### src/rtl/aer_row_arbiter_16.sv
// AER row arbiter: 16 level requests -> one-hot grant/row ack plus a four-phase off-chip handshake.
// Define ROUND_ROBIN_EN for a rotating-priority winner; the default build uses fixed lowest-index priority.
module aer_row_arbiter_16 #(
  parameter logic [7:0] TIMEOUT = 8'd255
) (
  input  logic        clk,
  input  logic        rst,
  input  logic [15:0] req,
  output logic [15:0] grant,
  output logic [3:0]  addr,
  output logic        out_req,
  input  logic        out_ack,
  output logic        err_timeout,
  output logic [15:0] evt_cnt
);

  // state | meaning
  // IDLE  | no grant; waiting for any req
  // REQ   | row granted, out_req high, waiting for out_ack or timeout
  // REL   | out_req low, waiting for out_ack=0 and granted req to drop
  typedef enum logic [1:0] {IDLE, REQ, REL} state_t;

  state_t      state, state_n;
  logic [15:0] grant_n, evt_n;
  logic [3:0]  addr_n, win;
  logic        out_req_n, err_n;
  logic [7:0]  wcnt, wcnt_n;
`ifdef ROUND_ROBIN_EN
  logic [3:0]  ptr, ptr_n, idx;
`endif

  // Descending loop: the last hit is the highest-priority candidate.
  always_comb begin
    win = 4'd0;
`ifdef ROUND_ROBIN_EN
    idx = 4'd0;
    for (int k = 15; k >= 0; k--) begin
      idx = ptr + 4'(k);
      if (req[idx]) win = idx;
    end
`else
    for (int i = 15; i >= 0; i--) begin
      if (req[i]) win = 4'(i);
    end
`endif
  end

  always_comb begin
    state_n   = state;
    grant_n   = grant;
    addr_n    = addr;
    out_req_n = out_req;
    err_n     = 1'b0;
    evt_n     = evt_cnt;
    wcnt_n    = wcnt;
`ifdef ROUND_ROBIN_EN
    ptr_n     = ptr;
`endif
    case (state)
      IDLE: begin
        grant_n   = 16'd0;
        out_req_n = 1'b0;
        if (|req) begin
          grant_n   = 16'd1 << win;
          addr_n    = win;
          out_req_n = 1'b1;
          wcnt_n    = 8'd0;
          state_n   = REQ;
`ifdef ROUND_ROBIN_EN
          ptr_n     = win + 4'd1;
`endif
        end
      end
      REQ: begin
        if (out_ack) begin
          out_req_n = 1'b0;
          evt_n     = evt_cnt + 16'd1;
          state_n   = REL;
        end else if (TIMEOUT != 8'd0) begin
          // Counter saturates at TIMEOUT; reaching it drops the event.
          if (wcnt != TIMEOUT) wcnt_n = wcnt + 8'd1;
          if (wcnt == TIMEOUT - 8'd1 || wcnt == TIMEOUT) begin
            out_req_n = 1'b0;
            err_n     = 1'b1;
            state_n   = REL;
          end
        end
      end
      REL: begin
        if (!out_ack && !req[addr]) begin
          grant_n = 16'd0;
          state_n = IDLE;
        end
      end
      default: begin
        state_n   = IDLE;
        grant_n   = 16'd0;
        out_req_n = 1'b0;
      end
    endcase
  end

  always_ff @(posedge clk or posedge rst) begin
    if (rst) begin
      state       <= IDLE;
      grant       <= 16'd0;
      addr        <= 4'd0;
      out_req     <= 1'b0;
      err_timeout <= 1'b0;
      evt_cnt     <= 16'd0;
      wcnt        <= 8'd0;
`ifdef ROUND_ROBIN_EN
      ptr         <= 4'd0;
`endif
    end else begin
      state       <= state_n;
      grant       <= grant_n;
      addr        <= addr_n;
      out_req     <= out_req_n;
      err_timeout <= err_n;
      evt_cnt     <= evt_n;
      wcnt        <= wcnt_n;
`ifdef ROUND_ROBIN_EN
      ptr         <= ptr_n;
`endif
    end
  end

endmodule

### config.mk
export PLATFORM = sky130hd
export DESIGN_NAME = aer_row_arbiter_16
export DESIGN_NICKNAME = d
export VERILOG_FILES = /design/src/rtl/aer_row_arbiter_16.sv
export SDC_FILE = /design/constraint.sdc
export NUM_CORES = 1
export LEC_CHECK = 0
export BUFFER_PORTS_ARGS = -buffer_cell sky130_fd_sc_hd__buf_2
export CAP_MARGIN = 20
export CORE_MARGIN = 2
export CORE_UTILIZATION = 48
export CTS_CLUSTER_DIAMETER = 200
export DETAILED_ROUTE_END_ITERATION = 8
export GPL_ROUTABILITY_DRIVEN = 0
export HOLD_SLACK_MARGIN = 0.15
export PLACE_DENSITY = 0.73
export SKIP_LAST_GASP = 1
export SLEW_MARGIN = 20
export SYNTH_ARGS = -nofsm -noshare
export SYNTH_HDL_FRONTEND = slang
export SYNTH_SLANG_ARGS = --single-unit
### constraint.sdc
create_clock -name clk -period 2 [get_ports clk]
set_input_delay 0.4 -clock clk [delete_from_list [all_inputs] [get_ports clk]]
set_output_delay 0.4 -clock clk [all_outputs]
set_load 0.05 [all_outputs]
==> implementation parameters, run 1 <==
Parameter                              Value

STA
  Relative slew slack    0.653
  RSZ-0062 raised after global routing    false
  Setup TNS    0 ps
  Min setup slack post-route    approximately 87 ps
  Fin Hold WS    332 ps
  Maximum clock frequency    about 520 MHz
  Slew at the pin with the worst max-slew slack    520 ps
  Share of the clock period used by the worst path after layout    0.957
  Hold violation total from the final report    0
  Final Skew    approximately 11 ps
  Setup violators final    0
  Final critical-path required period    about 1900 ps
  Final number of max-transition violations    0

Die
  Die Ht    approximately 76 µm
  Initial core utilization    0.490
  X dimension of the die    75.5 µm
  Floorplan die area    5700 µm²
  Core Area    between 5000 and 6000 µm²
  I/O pins    57
  Row count    26

Critical path
  Cell with the largest stage delay on the worst path    sky130_fd_sc_hd__mux4_1
  Type of element launching the critical path    flip-flop
  R2r setup slk    90 ps
  Maximum fanout along the worst path    11
  Category of cells accounting for the largest share of critical-path delay    multiplexers
  Number of cells on the critical path    5
  Cell-by-cell trace of the critical path    mux4_1 > nor3b_2 > o21ai_2 > and2_4 > a22o_1
  Worst setup EP type    flip-flop
  Critical Setup Path Class    flip-flop to flip-flop
  Max incr delay on CP    620 ps
  Worst EP arrival    2110 ps
  Worst EP required    ~2200 ps
  Reg-to-reg endpoint    grant[14]
  R2r startpoint    addr[2]
  Crit path buf inv count    0
  Worst Reg2Reg Path Length in Cells    5

Hold path
  Hold_sp    out_ack
  Type of the most critical hold path    input port to flip-flop
  Worst min-delay path endpoint    err_timeout
  Cell count of the worst hold path    2

Route
  Wirelength per Cell    14.0 µm
  Routed wire length    5.29 mm
  Total iterations of the first detailed-routing run    4
  Drt via density    between 5 and 6
  Drt first-iter violations    124
  Routed Antenna Nets    0
  Drt drc    0
  Total vias in the final route    slightly above 2000

Cells and area
  Area of all placed cells without fillers    3010 µm²
  Util after Layout    0.600
  Final net count    328
  Layout overhead on the synthesized area    22.5%
  Number of antenna cells inserted    0
  Filler-free cell count of the finished design    between 300 and 400
  Share of cells above drive strength 1    0.293
  Fillers    approximately 440

Job
  Max-cap violations    0

Synthesis
  Post-synthesis share of cell area spent on and, or, nand and nor gates    0.193
  Area share of the leading cell type in the synthesized netlist    0.489
  Total of warnings raised by yosys    0
  Syn Nets    255
  Async SR Flop Fraction    1.00
  Synth Area per Inst    10.5 µm²
  Cells taking the most area after synthesis    sky130_fd_sc_hd__dfrtp_1 (49%), sky130_fd_sc_hd__xnor2_1 (5.4%), sky130_fd_sc_hd__mux4_1 (4.3%), sky130_fd_sc_hd__nor2_1 (3.4%), sky130_fd_sc_hd__nand3_1 (3.1%)
  Library cell with the highest instance count after synthesis    sky130_fd_sc_hd__dfrtp_1
  Syn Std Cell Area    about 2500 µm²
  Largest family of logic cells by synthesized area    simple AND/OR/NAND/NOR gates
  Compound-cell area share of the yosys netlist    0.146
  Fraction of the mapped netlist area in adder cells    0.0153
  Share of the yosys chip area belonging to registers    0.489
  Xor/xnor cell area share of the yosys netlist    0.0785
  Area leader, netlist    sky130_fd_sc_hd__dfrtp_1
  Gate count after technology mapping    about 230
  Number of register bits inferred by synthesis    48
  EDFF count, synth    0
  Most numerous cell types in the synthesized netlist    sky130_fd_sc_hd__dfrtp_1 (48), sky130_fd_sc_hd__nor2_1 (22), sky130_fd_sc_hd__nand2_1 (17), sky130_fd_sc_hd__nand3_1 (15), sky130_fd_sc_hd__xnor2_1 (15)
  Distinct cell type count of the synthesized netlist    50
  Ys flop type    sky130_fd_sc_hd__dfrtp_1
  Portion of netlist area occupied by mux cells    0.0515

Power and ir drop
  Worst IR drop on VDD    0.667 mV
  Cell-internal power    1.93 mW
  Leakage power    approximately 1.5 nW
  Total design power    3.43 mW
  Clock power frac    0.163
  Share of power burned in combinational logic    0.442
  Switching fraction of total power    0.439
  Switching power total    1.51 mW
  Sequential power share    0.395
  Pwr per Cell Area    1140 nW/µm²

Clocking
  CTS clk-pin slew, worst paths    90 ps
  Clk_lat worst skew    300 ps
  CTS tree    done
  Clk root buf    sky130_fd_sc_hd__clkbuf_8
  Number of clock sinks    48
  Resized cells post-CTS    0
  Total CTS buffers    5
  Clock Tree Buf Depth    2
  Htree depth    2

Global routing
  Overall global routing resource usage    0.203
  Pin count of the biggest net entering global routing    30
  Global-route wire length before repair    roughly 8.7 mm
  GRT overflow    0
  Initial antenna violation count    0
  Vias in the first global route    roughly 1900

Placement
  Number of cells after detailed placement    368
  Cell Area, Placed    2920 µm²
  Place WS    between 70 and 80 ps
  Port-buffer cells    56
  Half-perimeter wire length of the detailed placement result    4.08 mm

Run status
  Status    finished, final reports clean
-- placed cells by master, fill, tap and decap left out, types with 3 or more instances in the layout --
master                      netlist  final
sky130_fd_sc_hd__buf_2            0     56
sky130_fd_sc_hd__dfrtp_1         48     46
sky130_fd_sc_hd__nor2_1          22     22
sky130_fd_sc_hd__nand2_1         17     17
sky130_fd_sc_hd__xnor2_1         15     15
sky130_fd_sc_hd__nand3_1         15     15
sky130_fd_sc_hd__buf_4            0     11
sky130_fd_sc_hd__inv_1           11     10
sky130_fd_sc_hd__o31ai_1          8      8
sky130_fd_sc_hd__xor2_1           7      7
sky130_fd_sc_hd__a21oi_1          6      6
sky130_fd_sc_hd__a22o_1           5      5
sky130_fd_sc_hd__nand2b_1         5      5
sky130_fd_sc_hd__nor4_1           5      5
sky130_fd_sc_hd__nand4_1          5      5
sky130_fd_sc_hd__and2_1           5      5
sky130_fd_sc_hd__clkbuf_8         0      5
sky130_fd_sc_hd__o21ai_0          4      4
sky130_fd_sc_hd__or2_2            3      3
sky130_fd_sc_hd__and3_1           3      3
sky130_fd_sc_hd__o2bb2ai_1        3      3
sky130_fd_sc_hd__ha_1             3      3
-- metal layers --
metal	wire length [µm]	part of all wire	track usage	vias up
met5	0	0	0	-
met4	93	0.018	0.0799	0
met3	236	0.045	0.0450	7
met2	2520	0.48	0.320	54
met1	2440	0.46	0.272	995
li1	-	-	-	991
-- registers in the layout (all words and copies together) (netlist names) --
register	flops
addr	4
grant	16
wcnt	8
out_req	1
err_timeout	1
state	2
evt_cnt	16
-- how the worst max path moves through the flow --
stage / from / end / slack (ps)
after global placement: req[12] / grant[14] / 120
after detailed placement: req[12] / grant[14] / 70
final: addr[2] / grant[14] / 90
after floorplan: addr[1] / grant[3] / -60
after global routing: addr[2] / grant[14] / 50
after CTS: addr[2] / grant[14] / 80
-- kinds of logic (layout without fill, tap and decap cells) --
| logic type | count (synthesis) | in the layout |
|---|---|---|
| AOI/OAI and AO/OA | 47 | 47 |
| xor gates and xnor gates | 22 | 22 |
| adders and majority gates | 3 | 3 |
| buffers and inverters | 15 | 89 |
| DFF | 48 | 48 |
| muxes | 6 | 6 |
| and+or+nand+nor | 92 | 92 |
-- worst reg2reg max path, delay by kind of cell, from the launching register on --
family	cells	cell delay, ps
and+or+nand+nor	2	430
AOI/OAI and AO/OA	2	310
muxes	1	620
DFF	1	450
-- power groups by stage --
stage                     logic [mW]  registers, mW  clock network [mW]
after floorplan                0.747           1.74                   0
after global placement          1.50           1.37                   0
after detailed placement        1.52           1.37                   0
after CTS                       1.53           1.36               0.568
after global routing            1.64           1.38               0.609
final                           1.52           1.35               0.560
-- cell type report --
| type | instances | area, µm² | share of cell area |
|---|---|---|---|
| Timing Repair Buffer | 69 | 393 | 0.131 |
| Sequential cell | 48 | 1200 | 0.400 |
| Clock buffer | 7 | 76.3 | 0.0254 |
| Inverter | 12 | 45.0 | 0.0150 |
| Tap cell | 70 | 87.6 | 0.0291 |
| Clock inverter | 1 | 5.00 | 0.00166 |
| Multi-Input combinational cell | 170 | 1200 | 0.398 |
-- what timing repair did --
action | in CTS | in global routing
endpoints found under the hold margin | 19 | 0
hold buffers | 1 | 0
setup buffers | 0 | 0
Power figures use the tool's default switching activity.
==> run 2: changes to the inputs <==
--- a/config.mk
+++ b/config.mk
@@ -5,15 +5,16 @@
 export SDC_FILE = /design/constraint.sdc
 export NUM_CORES = 1
 export LEC_CHECK = 0
-export BUFFER_PORTS_ARGS = -buffer_cell sky130_fd_sc_hd__buf_2
+export ABC_AREA = 1
 export CAP_MARGIN = 20
 export CORE_MARGIN = 2
-export CORE_UTILIZATION = 48
+export CORE_UTILIZATION = 50
 export CTS_CLUSTER_DIAMETER = 200
 export DETAILED_ROUTE_END_ITERATION = 8
+export DONT_BUFFER_PORTS = 1
 export GPL_ROUTABILITY_DRIVEN = 0
 export HOLD_SLACK_MARGIN = 0.15
-export PLACE_DENSITY = 0.73
+export PLACE_DENSITY = 0.66
 export SKIP_LAST_GASP = 1
 export SLEW_MARGIN = 20
 export SYNTH_ARGS = -nofsm -noshare
==> run 2 against run 1 <==
Net effect: sequential power is 5% higher; cell count is 3.4% higher; via count is 4.3% lower; sequential share of layout area is 1.2 points higher; non-clock buffer count is 43 lower; synthesized area is 1.2% higher; largest cell class unchanged.
==> implementation parameters, run 2 <==
Parameter                              Value

Die
  Row count    25
  I/O pins    57
  Core Area    ~4800 µm²
  Floorplan die area    5550 µm²
  Die Ht    74.5 µm
  Initial core utilization    0.523
  X dimension of the die    74.5 µm

Placement
  Port-buffer cells    0
  Half-perimeter wire length of the detailed placement result    3.98 mm

Global routing
  Overall global routing resource usage    0.200
  Vias in the first global route    1963
  Global-route wire length before repair    8.58 mm
  Pin count of the biggest net entering global routing    22
  Initial antenna violation count    0
  GRT overflow    0

STA
  Final Skew    3.75 ps
  Maximum clock frequency    538 MHz
  Setup violators final    0
  Final critical-path required period    approximately 1900 ps
  Slew at the pin with the worst max-slew slack    570 ps
  Relative slew slack    0.620
  Hold violation total from the final report    0
  Final number of max-transition violations    0
  Share of the clock period used by the worst path after layout    0.929
  Setup TNS    0 ps
  RSZ-0062 raised after global routing    false

Route
  Wirelength per Cell    13.2 µm
  Drt drc    0
  Total vias in the final route    1958
  Routed wire length    5.14 mm
  Drt first-iter violations    93
  Drt via density    5.02
  Total iterations of the first detailed-routing run    4
  Routed Antenna Nets    0

Synthesis
  Share of the yosys chip area belonging to registers    0.483
  Async SR Flop Fraction    1.00
  EDFF count, synth    0
  Syn Nets    between 300 and 400
  Gate count after technology mapping    293
  Distinct cell type count of the synthesized netlist    33
  Library cell with the highest instance count after synthesis    sky130_fd_sc_hd__nand2_1
  Total of warnings raised by yosys    0
  Area leader, netlist    sky130_fd_sc_hd__dfrtp_1
  Area share of the leading cell type in the synthesized netlist    0.483
  Most numerous cell types in the synthesized netlist    sky130_fd_sc_hd__nand2_1 (51), sky130_fd_sc_hd__dfrtp_1 (48), sky130_fd_sc_hd__inv_1 (47), sky130_fd_sc_hd__o21ai_0 (28)
  Number of register bits inferred by synthesis    48
  Syn Std Cell Area    around 2500 µm²
  Ys flop type    sky130_fd_sc_hd__dfrtp_1
  Cells taking the most area after synthesis    sky130_fd_sc_hd__dfrtp_1 (48%), sky130_fd_sc_hd__nand2_1 (7.7%), sky130_fd_sc_hd__inv_1 (7.1%), sky130_fd_sc_hd__o21ai_0 (5.6%), sky130_fd_sc_hd__xor2_1 (3.9%)
  Synth Area per Inst    8.48 µm²

Cells and area
  Most frequent standard cell in the layout excluding fill and tap cells    sky130_fd_sc_hd__nand2_1
  Largest registers ranked by flip-flop count    evt_cnt: 16 flops, grant: 16 flops, wcnt: 8 flops
  Final net count    roughly 340
  Number of antenna cells inserted    0
  Highest-count cells in the layout ignoring fill and taps    sky130_fd_sc_hd__nand2_1 (51), sky130_fd_sc_hd__inv_1 (45), sky130_fd_sc_hd__dfrtp_1 (44)
  Layout overhead on the synthesized area    17.8%
  Share of cells above drive strength 1    0.186

Clocking
  Clk root buf    sky130_fd_sc_hd__clkbuf_8
  Clock Tree Buf Depth    2
  Number of clock sinks    48
  Htree depth    2
  Total CTS buffers    5
  Clk_lat worst skew    around 290 ps
  CTS clk-pin slew, worst paths    90 ps
  CTS tree    done

Power and ir drop
  Pwr per Cell Area    1240 nW/µm²
  Total design power    around 3.6 mW
  Leakage power    1.42 nW
  Worst IR drop on VDD    0.908 mV

Critical path
  Worst Reg2Reg Path Length in Cells    11
  Type of element launching the critical path    flip-flop
  Worst EP required    2220 ps
  Critical Setup Path Class    flip-flop to flip-flop
  Maximum fanout along the worst path    4
  Worst setup EP type    flip-flop
  Worst EP arrival    2080 ps

Hold path
  Cell count of the worst hold path    1
  Type of the most critical hold path    input port to flip-flop

Run status
  Status    finished, final reports clean

Job
  Max-cap violations    0
-- run 2: routing by layer --
metal / up-vias / share of wire / wire (µm) / GRT usage
li1: 1008 / - / - / -
met1: 907 / 0.46 / 2370 / 0.257
met2: 39 / 0.49 / 2490 / 0.344
met3: 4 / 0.048 / 249 / 0.0488
met4: 0 / 0.0041 / 21 / 0.0417
met5: - / 0 / 0 / 0
-- run 2: timing repair --
item,in CTS,in global routing
setup endpoints to repair,0,14
hold endpoints to repair,19,0
resized for setup,0,5
hold buffers,1,0
setup buffers,0,2
-- run 2: final timing paths --
path,startpoint,end,slack [ps]
max reg2reg,state[0],evt_cnt[15],140
min in group asynchronous,rst,evt_cnt[9],570
min,out_ack,err_timeout,180
max,state[0],evt_cnt[15],140
max in group asynchronous,rst,grant[0],860
min reg2reg,wcnt[4],wcnt[4],540
-- run 2: report_power, final --
group / internal (mW) / switching [mW] / leakage [nW]
sequential: 1.12 / 0.296 / 0.639
clock: 0.625 / 0.317 / 0.0784
combinational: 0.429 / 0.853 / 0.705
-- run 2: critical path: stages, from the launching register on --
cell and delay, ps:
sky130_fd_sc_hd__dfrtp_1 380, sky130_fd_sc_hd__inv_2 50, sky130_fd_sc_hd__nor2_4 150, sky130_fd_sc_hd__nand2_4 90, sky130_fd_sc_hd__nor2_4 120, sky130_fd_sc_hd__nand4_2 120, sky130_fd_sc_hd__nor2_4 120, sky130_fd_sc_hd__nand3_2 120
sky130_fd_sc_hd__nor3b_4 240, sky130_fd_sc_hd__nand3_2 110, sky130_fd_sc_hd__nor2_2 130, sky130_fd_sc_hd__xor2_1 150
-- run 2: logic make-up (layout without fill, tap and decap cells) --
family / Yosys count / count (layout) / synth area share
AOI/OAI and AO/OA: 50 / 50 / 0.113
adders and majority gates: 3 / 3 / 0.0151
and+or+nand+nor: 122 / 122 / 0.245
xor gates and xnor gates: 16 / 16 / 0.0564
muxes: 1 / 1 / 0.00453
buffers and inverters: 53 / 83 / 0.0826
DFF: 48 / 48 / 0.483
-- run 2: layout make-up --
class | instances | area [µm²]
clock inverters | 3 | 90.1
well taps | 67 | 83.8
inverters | 49 | 184
fillers | 419 | 1830
clock buffers | 5 | 68.8
repair buffers | 26 | 198
flip-flops and latches | 48 | 1210
multi-input cells | 192 | 1100
-- run 2: metrics by stage --
| step | setup WS (ps) | utilization | hold WS (ps) | area (µm²) | instances |
|---|---|---|---|---|---|
| 2_1_floorplan | 1.02 | - | 473 | 2490 | 293 |
| 3_3_place_gp | 161 | 0.573 | 310 | 2730 | 379 |
| 3_5_place_dp | 90.5 | 0.573 | 310 | 2730 | 379 |
| 4_1_cts | 63.0 | 0.609 | 167 | 2890 | 388 |
| 5_1_grt | 3.21 | 0.616 | 164 | 2930 | 390 |
| 6_report | 142 | 0.616 | 179 | 2930 | 390 |
